[config.mk]
export PLATFORM = sky130hd
export DESIGN_NAME = branch_predictor
export DESIGN_NICKNAME = d
export VERILOG_FILES = /design/src/rtl/branch_predictor.sv
export SDC_FILE = /design/constraint.sdc
export NUM_CORES = 2
export LEC_CHECK = 0
export CORE_UTILIZATION = 32
export CTS_CLUSTER_DIAMETER = 100
export DETAILED_ROUTE_END_ITERATION = 16
export GPL_ROUTABILITY_DRIVEN = 0
export GPL_TIMING_DRIVEN = 1
export PLACE_DENSITY_LB_ADDON = 0.08
export SYNTH_ARGS = -nofsm -noshare
export SYNTH_HDL_FRONTEND = slang
export SYNTH_SLANG_ARGS = --single-unit
[constraint.sdc]
create_clock -name clk -period 6.3 [get_ports clk]
set_input_delay 0.63 -clock clk [delete_from_list [all_inputs] [get_ports clk]]
set_output_delay 0.63 -clock clk [all_outputs]
set_load 0.005 [all_outputs]
[src/rtl/branch_predictor.sv]
// ---------------------------------------------------------------------------
// branch_predictor
//
// Fetch-stage branch predictor: a direct-mapped branch target buffer (BTB)
// plus a pattern history table (PHT) of 2-bit saturating counters.
// Prediction is purely combinational from the fetch PC and the registered
// tables. Resolved branches from EX train both tables on the clock edge.
//
// Optional feature macro: BP_GSHARE_EN
//   defined   -> gshare: PHT index = PC index bits XOR global history,
//                pred_hist = BHR
//   undefined -> bimodal: PHT index = PC index bits, pred_hist = 0,
//                update_hist ignored (BHR still maintained)
//
// Ports
//   clk            in   clock
//   reset_n        in   asynchronous active-low reset
//   pc             in   current fetch PC (32)
//   prediction     out  1 = predicted taken
//   pre_pc         out  predicted next PC (32)
//   pred_hist      out  history value used for this prediction (HIST_BITS)
//   update_valid   in   a branch/jump resolved this cycle
//   update_pc      in   PC of the resolved instruction (32)
//   update_taken   in   actual direction
//   update_target  in   actual taken target (32)
//   update_hist    in   pred_hist that travelled with the instruction
// ---------------------------------------------------------------------------
module branch_predictor #(
    parameter int ENTRIES   = 32,
    parameter int IDX       = $clog2(ENTRIES),
    parameter int HIST_BITS = IDX
) (
    input  logic                 clk,
    input  logic                 reset_n,
    input  logic [31:0]          pc,
    output logic                 prediction,
    output logic [31:0]          pre_pc,
    output logic [HIST_BITS-1:0] pred_hist,
    input  logic                 update_valid,
    input  logic [31:0]          update_pc,
    input  logic                 update_taken,
    input  logic [31:0]          update_target,
    input  logic [HIST_BITS-1:0] update_hist
);

    localparam int TAG_W = 30 - IDX;

    // Table state
    logic [ENTRIES-1:0]   valid_q;
    logic [TAG_W-1:0]     tag_q    [ENTRIES];
    logic [31:0]          target_q [ENTRIES];
    logic [1:0]           pht_q    [ENTRIES];
    logic [HIST_BITS-1:0] bhr_q;

    // Next-state values for the single entry touched by an update
    logic [1:0]           pht_d;
    logic [HIST_BITS-1:0] bhr_d;

    // Address fields
    logic [IDX-1:0]   pred_bidx;
    logic [IDX-1:0]   pred_pidx;
    logic [TAG_W-1:0] pred_tag;
    logic [IDX-1:0]   upd_bidx;
    logic [IDX-1:0]   upd_pidx;
    logic [TAG_W-1:0] upd_tag;
    logic             hit;

    assign pred_bidx = pc[IDX+1:2];
    assign pred_tag  = pc[31:IDX+2];
    assign upd_bidx  = update_pc[IDX+1:2];
    assign upd_tag   = update_pc[31:IDX+2];

`ifdef BP_GSHARE_EN
    assign pred_pidx = pred_bidx ^ bhr_q;
    // Train the counter that was actually consulted at predict time,
    // using the history carried with the instruction.
    assign upd_pidx  = upd_bidx ^ update_hist;
    assign pred_hist = bhr_q;
`else
    assign pred_pidx = pred_bidx;
    assign upd_pidx  = upd_bidx;
    assign pred_hist = '0;
`endif

    // Bits that do not feed any logic in one or both builds
    logic unused_bits;
    assign unused_bits = ^{update_hist, bhr_q, update_pc[1:0]};

    // ---------------- Predict (combinational) ----------------
    always_comb begin
        hit        = valid_q[pred_bidx] && (tag_q[pred_bidx] == pred_tag);
        prediction = hit && pht_q[pred_pidx][1];
        // 32-bit add wraps naturally (0xFFFFFFFC + 4 = 0)
        pre_pc     = prediction ? target_q[pred_bidx] : (pc + 32'd4);
    end

    // ---------------- Update next-state ----------------
    always_comb begin
        pht_d = pht_q[upd_pidx];
        if (update_taken) begin
            if (pht_q[upd_pidx] != 2'b11) pht_d = pht_q[upd_pidx] + 2'b01;
        end else begin
            if (pht_q[upd_pidx] != 2'b00) pht_d = pht_q[upd_pidx] - 2'b01;
        end
        bhr_d = {bhr_q[HIST_BITS-2:0], update_taken};
    end

    // ---------------- Table registers ----------------
    // No write-to-read bypass: a same-cycle prediction sees pre-edge state.
    always_ff @(posedge clk or negedge reset_n) begin
        if (!reset_n) begin
            valid_q <= '0;
            bhr_q   <= '0;
            for (int i = 0; i < ENTRIES; i++) begin
                tag_q[i]    <= '0;
                target_q[i] <= '0;
                pht_q[i]    <= 2'b01;
            end
        end else if (update_valid) begin
            pht_q[upd_pidx] <= pht_d;
            bhr_q           <= bhr_d;
            // Not-taken outcomes leave the BTB untouched; taken ones
            // overwrite whatever entry aliases at this index.
            if (update_taken) begin
                valid_q[upd_bidx]  <= 1'b1;
                tag_q[upd_bidx]    <= upd_tag;
                target_q[upd_bidx] <= update_target;
            end
        end
    end

endmodule

### Word-level counts from Yosys, hierarchy flattened

Index checks and enable logic that the tools add are counted.

* register bits after elaboration: 1920
* input bits: 105
* output and inout port bits: 38
* logic and storage cells: 146

* add/sub/neg operators: 3
* $lt $le $gt $ge: 6
* equal/unequal tests: 2
* muxes and demuxes: 29
* bitwise operators: 3
* reduce and logical (&&, ||, !) cells: 6

Operators by type and width (count)
* 1024-bit bitwise mux: 1
* 800-bit bitwise mux: 1
* 32-bit binary-select mux with 5-bit select: 1
* 32-bit demux with 5-bit select: 1
* 32-bit 2-to-1 mux: 4
* 25-bit binary-select mux with 5-bit select: 1
* 25-bit demux with 5-bit select: 1
* 25-bit 2-to-1 mux: 3
* 64-bit bitwise mux: 1
* 32-bit by 3-bit adder with 32-bit output, second input constant: 1
* 32-bit bitwise OR: 1
* 25-bit == test: 1
* 2-bit binary-select mux with 5-bit select: 2
* 2-bit 2-to-1 mux: 8
* 6-bit greater-or-equal comparator, second input constant: 2
* 5-bit by 6-bit less-than comparator with 1-bit output, second input constant: 2
* 5-bit NOT with 6-bit output: 2
* 2-bit demux with 5-bit select: 1
* 6-bit by 1-bit less-than comparator with 1-bit output, second input constant: 1
* 1-bit binary-select mux with 5-bit select: 1
* 1-bit demux with 5-bit select: 1
* 5-bit by 1-bit greater-or-equal comparator with 1-bit output, second input constant: 1
* 1-bit logical AND: 4
* 2-bit by 1-bit adder with 2-bit output, second input constant: 1
* 5 further kinds: 6

### Longest topological paths before layout

* word-level depth: 8
* gate-level depth with buffers: 17
* depth with buffers taken out: 10

### Least setup slack after synthesis

OpenSTA, ideal clock, no wires.

* path type: input to output
* start: input pc[2]
* end: output pre_pc[6]
* arrival time: 3810 ps
* data required time: 5670 ps
* setup slack: 1860 ps
* stages on the path: 12
* buffers on the path: 8
* cells stage by stage: buf_4 > buf_4 > buf_4 > buf_2 > buf_2 > buf_2 > buf_1 > buf_2 > mux4_2 > mux4_2 > a21oi_1 > mux2i_1

* cells in the longest elaborated chain, start to end: 8

RTL lines
* from (decl): line 35 `input logic [31:0] pc,`
* 5-bit NOT with 6-bit output (implied by the code): line 91, 92, 94
* 25-bit binary-select mux with 5-bit select: line 91 `hit = valid_q[pred_bidx] && (tag_q[pred_bidx] == pred_tag);`
* 25-bit 2-to-1 mux (implied by the code) (2 in series): line 91
* 25-bit == test: line 91
* 1-bit logical AND: line 91
* 1-bit logical AND: line 92 `prediction = hit && pht_q[pred_pidx][1];`
* 32-bit 2-to-1 mux *: line 94 `pre_pc = prediction ? target_q[pred_bidx] : (pc + 32'd4);`
* to (decl): line 37 `output logic [31:0] pre_pc,`

Mark *: on every way between the ends. The rest lies on a longest branch, timed or not. The select of a mux whose other input is x is not followed.

### Final worst setup path

* start: input pc[3]
* end: output pre_pc[7]

The elaborated chain is that of the path after synthesis.

==> impl_metrics.json <==
{
  "buffer_ports.inserted": 130,
  "place_hpwl_mm": 167,
  "cts_buffer_depth": 4,
  "ir_worst_vdd_mv": 0.233,
  "cpPeakStageDelay_ps": 540,
  "vias_per_cell": 5.32,
  "global_route.usage.total_pct": 21.1,
  "initial_utilization_pct": 32.3,
  "clk_transition_reported_paths_ps": 60,
  "cts_num_sinks": 1920,
  "layout_commonest_cell": "sky130_fd_sc_hd__mux2_2",
  "path_max_fanout": 38,
  "post-route-util_pct": 37.4,
  "grt_first_pass_wirelength_mm": 422,
  "cellLeakagePower_nw": 45.7,
  "htree_num_levels": 4,
  "setup_viol_count_final": 0,
  "average_wire_per_standard_cell_um": 30.9,
  "synth.yosys.warnings": 0,
  "cts_root_buf": "sky130_fd_sc_hd__clkbuf_16",
  "cts_tree": "yes",
  "worst-endpoint-arrival_ps": 5460,
  "routed-via-count": 50000,
  "worst-setup-path-type": "input pin to output pin",
  "worst_reg2reg_path_endpoint": "pht_q[21]",
  "grt.busiest_layer": "met2",
  "setup_total_negative_slack_ps": 0,
  "most-common-layout-cells": "sky130_fd_sc_hd__mux2_2 (1894), sky130_fd_sc_hd__dfrtp_1 (1888), sky130_fd_sc_hd__mux4_2 (482), sky130_fd_sc_hd__clkbuf_16 (236), sky130_fd_sc_hd__buf_4 (172)",
  "critical_path.startpoint_type": "input pin",
  "synth_area_per_cell_um2": 15.6,
  "p_seq_share_pct": 46.1,
  "reg2reg_from": "pht_q[0]",
  "yosys.area.top_type_share_pct": 53.8,
  "post-place-ws_ps": -443,
  "worst-r2r-setup-slack_ps": 3490,
  "drv_slew": 0,
  "grt_util_met2_pct": 35.2,
  "netlist_top_cells_area": "sky130_fd_sc_hd__dfrtp_1 (54%), sky130_fd_sc_hd__mux2_2 (24%), sky130_fd_sc_hd__mux4_2 (12%)",
  "die-height_um": 526,
  "num_io_pins": 143,
  "core_um2": 272000,
  "headroom_to_the_max_slew_limit_pct": 14.7,
  "critical-path-slowest-cell": "sky130_fd_sc_hd__or4b_1",
  "tightestPinTransition_ps": 1280,
  "max_freq_ghz": 0.164,
  "grt_antenna_before_repair": 30,
  "critPathRequiredTime_ps": 5670,
  "grt_max_degree": 149,
  "yosys_register_bits": 1920,
  "swShare_pct": 24.9,
  "crit_path_start": "pc[3]",
  "global_route.usage.met1_pct": 29.0,
  "postRouteAntennaNets": 0,
  "timing.hold.ws_ps": 399,
  "critical_path.cell_chain": "buf_12 > buf_12 > mux4_2 > mux2i_1 > o22ai_1 > nor2_2 > buf_4 > xor2_1 > nand4b_1 > or4b_1 > nor4_4 > buf_4 > mux2i_1 > a211oi_2 > buf_4 > clkdlybuf4s50_1",
  "period_minus_slack_ps": 6090,
  "critical_path.most_common_cell": "sky130_fd_sc_hd__buf_4",
  "gr-usage-met3_pct": 2.56,
  "die-area_um2": 276000,
  "totalPowerFinal_mw": 32.2,
  "grt_pass1_vias": 54200,
  "finalClockSkew_ps": 12.3,
  "netlist-cell-type-count": 56,
  "endpoint_kind": "output pin",
  "final_hold_viol_count": 0,
  "p_comb_share_pct": 12.8,
  "globalRoute.totalOverflow": 0,
  "p_r_area_growth_vs_syn_pct": 15.7,
  "max_cap_viols": 0,
  "ys.flop_type": "sky130_fd_sc_hd__dfrtp_1",
  "power_switching_mw": 7.99,
  "seq_area_frac_synth_pct": 54.8,
  "rsz0062_at_grt": "false",
  "drc": 0,
  "clkLatencyLatePin_ps": 860,
  "synth_enable_flop_cells": 0,
  "cts_buffers": 233,
  "wirelength_mm": 291,
  "timing.hold.worst.class": "input pin to asynchronous set/reset pin",
  "synth_top_area_cell": "sky130_fd_sc_hd__dfrtp_1",
  "post-route-period-util_pct": 96.7,
  "syn-cell-area_um2": 87800,
  "cellPowerDensity_nw_per_um2": 317,
  "syn-instance-count": 5616,
  "share_of_synthesized_flip_flops_with_an_asynchronous_set_or_reset_pct": 100,
  "core.rowCount": 191,
  "final_layout_size_suffix_gt1_share_pct": 52.7,
  "setup_ws_ps": 208,
  "drt_pass1_iterations": 5,
  "cell_internal_pwr_mw": 24.2,
  "final_nets": 5768,
  "outcome": "complete, no violations",
  "p_clk_share_pct": 41.1,
  "reg2regPathDepth": 6,
  "drt_first_iter_violations": 2683,
  "die_x_um": 526
}
==> per-stage QoR <==
step / std cells / instance area, um2
detailed placement: 8996 / 94100
global placement: 8996 / 94100
floorplan: 5620 / 87800
CTS: 9402 / 102000
finish: 9413 / 102000
global route: 9409 / 102000
==> critical path: cells and delay by family <==
kind            cells  cell delay, ps
buf+inv             6            1650
simple gates        4            1250
mux                 3             910
compound gates      2             580
xor+xnor            1             350
==> synthesized netlist by cell type, drive strengths merged (2+ instances only) <==
master	count
a211o	6
a211oi	11
mux2i	165
a22oi	33
o2111ai	5
or2	30
xor2	24
and2	9
dfrtp	1888
o21ai	19
clkbuf	357
or3b	3
a21oi	52
mux2	1894
o2bb2ai	2
nand2	81
o32ai	5
and3b	7
a31oi	9
and3	8
mux4	482
o22a	3
xnor2	27
nand3b	4
nand3	26
dfstp	32
o211ai	14
nor2b	10
nand2b	12
a22o	3
nand4	13
nor2	107
buf	196
nor3b	2
nand4b	4
inv	3
o22ai	15
maj3	2
nor4	3
o221ai	22
a2111oi	2
a221oi	12
and4	2
nor3	6
==> flip-flops by register name, indices dropped and copies added (netlist names) <==
signal    cells
valid_q      32
target_q   1024
tag_q       800
pht_q        64
==> final cells by class <==
| type | count | area (um2) |
|---|---|---|
| Sequential cell | 1920 | 48100 |
| Inverter | 4 | 25.0 |
| Tap cell | 3570 | 4470 |
| Timing Repair Buffer | 360 | 3800 |
| Fill cell | 25400 | 170000 |
| Antenna cell | 11 | 27.5 |
| Clock inverter | 59 | 527 |
| Clock buffer | 346 | 6910 |
| Multi-Input combinational cell | 3143 | 37700 |
==> cell families (layout without fill, tap and decap cells) <==
group                    Yosys count  in the layout  share of synthesized area, %
AND/OR/NAND/NOR                  329            329                          1.84
buffers and inverters            557            769                          2.63
AO/OA/AOI/OAI                    214            214                          1.68
adder cells (fa/ha/maj)            3              3                        0.0370
multiplexers                    2541           2541                          38.5
flip-flops                      1920           1920                          54.8
other                              1             16                       0.00427
XOR/XNOR                          51             51                         0.509
==> layer usage <==
metal	part of all wire (%)	vias to the layer above
li1	-	21000
met1	45	27900
met3	3.1	366
met2	49	758
met5	0.032	-
met4	2.4	14
==> timing repair <==
item	in CTS	in global routing
gates resized for setup	5	0
hold buffers	1	0
setup endpoints to repair	1	0
setup buffers	0	0
endpoints found under the hold margin	92	0
==> how the worst max path moves through the flow <==
stage	cells after the start	end
finish	16	pre_pc[7]
global route	16	pre_pc[7]
CTS	13	pre_pc[7]
detailed placement	14	pre_pc[7]
global placement	16	pre_pc[7]
floorplan	12	pre_pc[6]
==> power by group through the flow <==
stage / clock network [mW] / logic (mW) / registers [mW]
2_1_floorplan: 0 / 2.95 / 14.8
3_3_place_gp: 0 / 4.11 / 15.0
3_5_place_dp: 0 / 4.19 / 15.0
4_1_cts: 13.6 / 4.20 / 14.8
5_1_grt: 14.1 / 4.46 / 15.0
6_report: 13.2 / 4.13 / 14.8
Power figures use the tool's default switching activity.
